### config.mk
export PLATFORM = sky130hd
export DESIGN_NAME = uart_frame_loader
export DESIGN_NICKNAME = d
export VERILOG_FILES = /design/src/rtl/loader_pkg.sv /design/src/rtl/loader_timeout.sv /design/src/rtl/uart_frame_loader.sv
export SDC_FILE = /design/constraint.sdc
export NUM_CORES = 1
export LEC_CHECK = 0
export CORE_ASPECT_RATIO = 0.75
export CORE_UTILIZATION = 45
export DETAILED_ROUTE_END_ITERATION = 12
export HOLD_SLACK_MARGIN = 0.06
export PLACE_DENSITY = 0.67
export SYNTH_ARGS = -nofsm -noshare
export SYNTH_HDL_FRONTEND = slang
export SYNTH_SLANG_ARGS = --single-unit
### constraint.sdc
create_clock -name HCLK -period 2.7 [get_ports HCLK]
set_input_delay 0.81 -clock HCLK [delete_from_list [all_inputs] [get_ports HCLK]]
set_output_delay 0.81 -clock HCLK [all_outputs]
set_load 0.01 [all_outputs]
### src/rtl/loader_pkg.sv
// Shared types and constants for the framed UART program loader.
// Holds the FSM state encoding, frame marker bytes and default timeout.
package loader_pkg;

  typedef enum logic [2:0] {
    CHECK,
    IDLE,
    ADDR_H,
    ADDR_L,
    LEN,
    DATA,
    CSUM,
    DONE
  } state_t;

  localparam logic [7:0] SYNC_DATA = 8'h55;
  localparam logic [7:0] SYNC_END  = 8'hAA;

  localparam int TIMEOUT_DEF = 5_000_000;

endpackage

### src/rtl/loader_timeout.sv
// Inter-byte idle counter for the frame loader.
// Pulses expire once the frame has been idle for CYCLES cycles.
module loader_timeout #(
  parameter int CYCLES = 100
) (
  input  logic clk,
  input  logic rst_n,
  input  logic clear,
  input  logic active,
  output logic expire
);

  localparam int CW = $clog2(CYCLES) + 1;

  logic [CW-1:0] cnt;

  assign expire = active && !clear &&
                  (cnt == CW'(CYCLES - 1));

  // Count idle cycles while a frame is open.
  always_ff @(posedge clk or negedge rst_n) begin
    if (!rst_n) begin
      cnt <= '0;
    end else if (clear || !active) begin
      cnt <= '0;
    end else begin
      cnt <= cnt + CW'(1);
    end
  end

endmodule

### src/rtl/uart_frame_loader.sv
// Framed, checksummed UART program loader feeding RAM port A.
// Optional inter-byte timeout built when LOADER_TIMEOUT_EN is defined.
module uart_frame_loader
  import loader_pkg::*;
#(
  parameter int ADDR_WIDTH     = 15,
  parameter int TIMEOUT_CYCLES = TIMEOUT_DEF
) (
  input  logic                  HCLK,
  input  logic                  HRESETn,
  input  logic                  loadButton,
  input  logic [7:0]            rxByte,
  input  logic                  newByte,
  output logic [ADDR_WIDTH-3:0] wAddr,
  output logic [31:0]           wData,
  output logic                  wNow,
  output logic                  ROMload,
  output logic [7:0]            frameCount,
  output logic                  csumErr,
  output logic                  timeoutErr
);

  localparam int WA = ADDR_WIDTH - 2;

  state_t        state;
  state_t        nxt;
  logic [WA-1:0] ptr;
  logic [8:0]    left;
  logic [1:0]    bcnt;
  logic [7:0]    sum;
  logic [31:0]   word;
  logic          tmo;
  logic          busy;

  assign busy = (state == ADDR_H) || (state == ADDR_L) ||
                (state == LEN)    || (state == DATA)   ||
                (state == CSUM);

  assign ROMload = (state != CHECK) && (state != DONE);

`ifdef LOADER_TIMEOUT_EN
  loader_timeout #(
    .CYCLES (TIMEOUT_CYCLES)
  ) u_tmo (
    .clk    (HCLK),
    .rst_n  (HRESETn),
    .clear  (newByte),
    .active (busy),
    .expire (tmo)
  );

  // Sticky flag for a frame abandoned mid-way.
  always_ff @(posedge HCLK or negedge HRESETn) begin
    if (!HRESETn) begin
      timeoutErr <= 1'b0;
    end else if (tmo) begin
      timeoutErr <= 1'b1;
    end
  end
`else
  // No counter: an open frame waits forever.
  assign tmo        = (TIMEOUT_CYCLES < 0);
  assign timeoutErr = 1'b0;
`endif

  // State register.
  always_ff @(posedge HCLK or negedge HRESETn) begin
    if (!HRESETn) begin
      state <= CHECK;
    end else begin
      state <= nxt;
    end
  end

  // Frame parser next-state.
  always_comb begin
    nxt = state;
    unique case (state)
      CHECK:  nxt = loadButton ? IDLE : DONE;
      IDLE: begin
        if (newByte) begin
          unique case (1'b1)
            (rxByte == SYNC_DATA): nxt = ADDR_H;
            (rxByte == SYNC_END):  nxt = DONE;
            default:               nxt = IDLE;
          endcase
        end
      end
      ADDR_H: if (newByte) nxt = ADDR_L;
      ADDR_L: if (newByte) nxt = LEN;
      LEN:    if (newByte) nxt = DATA;
      DATA: begin
        if (newByte && bcnt == 2'd3 &&
            left == 9'd1) begin
          nxt = CSUM;
        end
      end
      CSUM:   if (newByte) nxt = IDLE;
      DONE:   nxt = DONE;
      default: nxt = CHECK;
    endcase
    if (tmo) nxt = IDLE;
  end

  // Address, word assembly, write strobe and status.
  always_ff @(posedge HCLK or negedge HRESETn) begin
    if (!HRESETn) begin
      ptr        <= '0;
      left       <= '0;
      bcnt       <= '0;
      sum        <= '0;
      word       <= '0;
      wAddr      <= '0;
      wData      <= '0;
      wNow       <= 1'b0;
      frameCount <= '0;
      csumErr    <= 1'b0;
    end else begin
      wNow <= 1'b0;
      if (newByte) begin
        unique case (state)
          ADDR_H: begin
            ptr <= WA'({rxByte, 8'h00});
            sum <= rxByte;
          end
          ADDR_L: begin
            ptr[7:0] <= rxByte;
            sum      <= sum + rxByte;
          end
          LEN: begin
            left <= (rxByte == 8'h00) ?
                    9'd256 : {1'b0, rxByte};
            bcnt <= 2'd0;
            sum  <= sum + rxByte;
          end
          DATA: begin
            sum  <= sum + rxByte;
            bcnt <= bcnt + 2'd1;
            word <= {rxByte, word[31:8]};
            if (bcnt == 2'd3) begin
              wNow  <= 1'b1;
              wAddr <= ptr;
              wData <= {rxByte, word[31:8]};
              ptr   <= ptr + WA'(1);
              left  <= left - 9'd1;
            end
          end
          CSUM: begin
            if (sum + rxByte == 8'h00) begin
              if (frameCount != 8'hFF)
                frameCount <= frameCount + 8'd1;
            end else begin
              csumErr <= 1'b1;
            end
          end
          default: ;
        endcase
      end
    end
  end

endmodule
==> metrics.md <==
| Metric | Value |
|---|---|
| Fraction of the cycle the final worst path needs | a little over nine tenths |
| I/O Pins | 69 |
| Synthesized area per cell | approximately 11 um2 |
| Global Route Usage Sum | 22.0% |
| Async SR Flop Fraction | 100% |
| Critical path cell sequence | and3_1, nor2_1, clkdlybuf4s50_1 |
| Standard-cell rows | 34 |
| Post-DRT Antenna Nets | 0 |
| Count of clock tree sinks | 114 |
| Compound-cell area share of the yosys netlist | 12.7% |
| Worst flop-to-flop path startpoint | sum[0] |
| Number of buffers inserted during clock tree synthesis | 17 |
| Synth Area in XOR/XNOR | under 10% |
| Layer with the highest usage | met2 |
| Crit start category | flop |
| Power Dens Cells | 1200 nW/um2 |
| Cell count of the worst reg-to-reg path | 10 |
| Commonest non-fill, non-tap cell in the layout | dfrtp_1 |
| Routability Congestion | 0.888 |
| Largest net degree at the start of global routing | 53 |
| CORE AREA | between 10000 and 15000 um2 |
| Final std cell area, no fill | between 7000 and 8000 um2 |
| Static leakage | 3.26 nW |
| Insertion delay to the later sink of the worst-skew pair | 0.42 ns |
| Dominant register cell in the synthesized netlist | dfrtp_1 |
| Syn Std Cell Area | about 5400 um2 |
| Flops & latches, synth | around 110 |
| Non-Filler Instances | roughly 760 |
| Slew Viols, Final | 0 |
| Initial DRC count | 250 |
| Min cycle time layout | 2.60 ns |
| Post-synth EDFFs | 0 |
| Largest vdd supply drop | 658 uV |
| Placed cell area | 6460 um2 |
| Smallest hold slack | 0.331 ns |
| Post-synthesis share of cell area spent on full adders, half adders and majority gates | 3.14% |
| Clock tree from TritonCTS | done |
| Number of H-tree levels | 4 |
| Reg-to-reg endpoint | frameCount[4] |
| Largest fanout of any net on the critical path | 13 |
| Wire length of the first global-routing pass | between 20000 and 25000 um |
| Data required, critical path | 1.89 ns |
| Post-route DRC violation count | 0 |
| Actual transition at the worst max-transition pin | 0.765 ns |
| Share of synthesized area occupied by flip-flops and latches | 52.6% |
| Clock buffer depth | 2 |
| Endpoint type of the worst setup path | primary output |
| Setup slack on the worst flop-to-flop path | 0.21 ns |
| Synth warnings | 0 |
| Number of vias after detailed routing | 4151 |
| Number of setup violations in the final report | 0 |
| HPWL after detailed placement | around 8500 um |
| Post-Synthesis Cells | 494 |
| Number of hold-repair buffers added at the cts stage | 0 |
| Result of the run | completed |
| Drt pass-1 iters | 5 |
| Post-detailed-route wirelength per cell | 17.1 um |
| CP max-delay cell | clkdlybuf4s50_1 |
| Classification of the worst setup path | flop to primary output |
| Met1 track utilization from global routing | 29.8% |
| Antenna violations before repair | 0 |
| Number of global-route vias before repair | 4154 |
| Post-synthesis cell type count | 58 |
| Simple-Gate Fraction of Synth Area | 11.9% |
| Die X-Extent | 129 um |
| Placed Cells | ~730 |
| Share of cells above drive strength 1 | 26.6% |
| GRT met3 Usage | 6.44% |
| Via density per instance | 5.47 |
| Max-cap violations | 0 |
| Layout area overhead | 34.6% |
| Area enclosed by the die boundary | 12500 um2 |
| Initial core utilization | 46.5% |
| Met2 track demand over resource | 34.0% |
| Relative slew margins | about half |
| RSZ-0062 raised after global routing | false |
| Classification of the worst-slack hold path | input pin to async pin |
| Total congestion overflow | 0 |
| Final net count | 611 |
| Dominant combinational cell family by area after synthesis | multiplexers |
| Chip height | 97.1 um |
| Worst-path clk slew | 0.05 ns |
| Antenna Cells | 0 |
| Worst path max stage delay | 0.55 ns |
| Mux share of post-synthesis cell area | 14.3% |
| Post-Route WL | 13000 um |
| Endpoint arrival time on the critical path | between 1.5 and 2 ns |
| Hold violation count in the final report | 0 |
| Core Util, Final | 62.6% |
| Pwr Total | roughly 8.8 mW |
| Net count after synthesis | 519 |
| Achievable Freq | 384 MHz |
| Final Skew | 0.00790 ns |
| Number of port buffers | 67 |
| Cell at the root of the clock tree | clkbuf_16 |
| Number of fill cells | 920 |
| Commonest cells after routing, fill and taps aside | 114 x dfrtp_1, 64 x mux2_2, 59 x clkdlybuf4s50_1 |
-- metrics by stage --
stage / TNS (ns) / setup WS [ns]
2_1_floorplan: 0 / 0.0132
3_3_place_gp: -5.97 / -0.648
3_5_place_dp: -6.62 / -0.710
4_1_cts: 0 / 0.00340
5_1_grt: 0 / 0.0152
6_report: 0 / 0.0963
-- cells in the mapped netlist, drive strengths merged, types with 6 or more instances --
| library cell | n | area (um2) |
|---|---|---|
| a21oi | 16 | 80.1 |
| a31oi | 7 | 43.8 |
| a32oi | 6 | 52.6 |
| and3 | 14 | 92.6 |
| buf | 13 | 73.8 |
| clkbuf | 16 | 60.1 |
| dfrtp | 114 | 2850 |
| ha | 12 | 150 |
| inv | 12 | 45.0 |
| mux2 | 65 | 736 |
| nand2 | 38 | 150 |
| nand3 | 8 | 40.0 |
| nor2 | 38 | 143 |
| nor3 | 7 | 35.0 |
| o21ai | 54 | 270 |
| xnor2 | 8 | 70.1 |
-- cell type report --
| type | instances | area (um2) | area share [%] |
|---|---|---|---|
| multi-input combinational | 339 | 2550 | 35.0 |
| tap | 162 | 203 | 2.78 |
| inverter | 12 | 45.0 | 0.617 |
| clock inverter | 9 | 201 | 2.76 |
| sequential | 114 | 2850 | 39.1 |
| clock buffer | 21 | 480 | 6.58 |
| timing repair buffer | 102 | 966 | 13.2 |
-- kinds of logic (layout without fill, tap and decap cells) --
logic type / count (synthesis) / count (layout)
AO/OA/AOI/OAI: 112 / 112
flip-flops: 114 / 114
XOR/XNOR: 12 / 12
AND/OR/NAND/NOR: 132 / 132
buffers and inverters: 41 / 144
other: 1 / 1
adder cells (fa/ha/maj): 13 / 13
multiplexers: 69 / 69
-- report_power, final --
| group | switching, mW | total, mW | internal, mW | leakage, nW |
|---|---|---|---|---|
| clock | 0.775 | 2.59 | 1.82 | 0.331 |
| sequential | 0.510 | 2.89 | 2.38 | 1.46 |
| combinational | 1.59 | 3.30 | 1.71 | 1.47 |
-- critical path: cells and delay by family (launching register included) --
kind | cells | cell delay (ns)
flip-flops | 1 | 0.50
buffers and inverters | 1 | 0.55
AND/OR/NAND/NOR | 2 | 0.34
-- worst max path at each step --
stage,cells after the start,start,endpoint,slack (ns)
floorplan,11,rxByte[0],frameCount[1],0.01
global placement,11,rxByte[1],frameCount[4],-0.65
detailed placement,10,rxByte[1],frameCount[6],-0.71
CTS,10,rxByte[2],frameCount[5],0.003
global route,3,state[2],ROMload,0.02
finish,3,state[2],ROMload,0.1
-- state kept, by name, summed over array words and instances, names as in the netlist --
signal      count
wNow            1
csumErr         1
sum             8
left            9
frameCount      8
word           24
ptr            13
wData          32
wAddr          13
state           3
bcnt            2
-- per-layer routing --
layer	wire length (um)	vias up
met1	5880	2043
met2	6210	121
li1	-	1963
met4	206	0
met5	0	-
met3	719	24
-- timing repair --
item,4_1_cts,5_1_grt
setup endpoints to repair,9,8
setup buffers,2,2
resized for setup,11,23
pin swaps,9,10
Note: power is estimated with default switching activity, not from simulation.
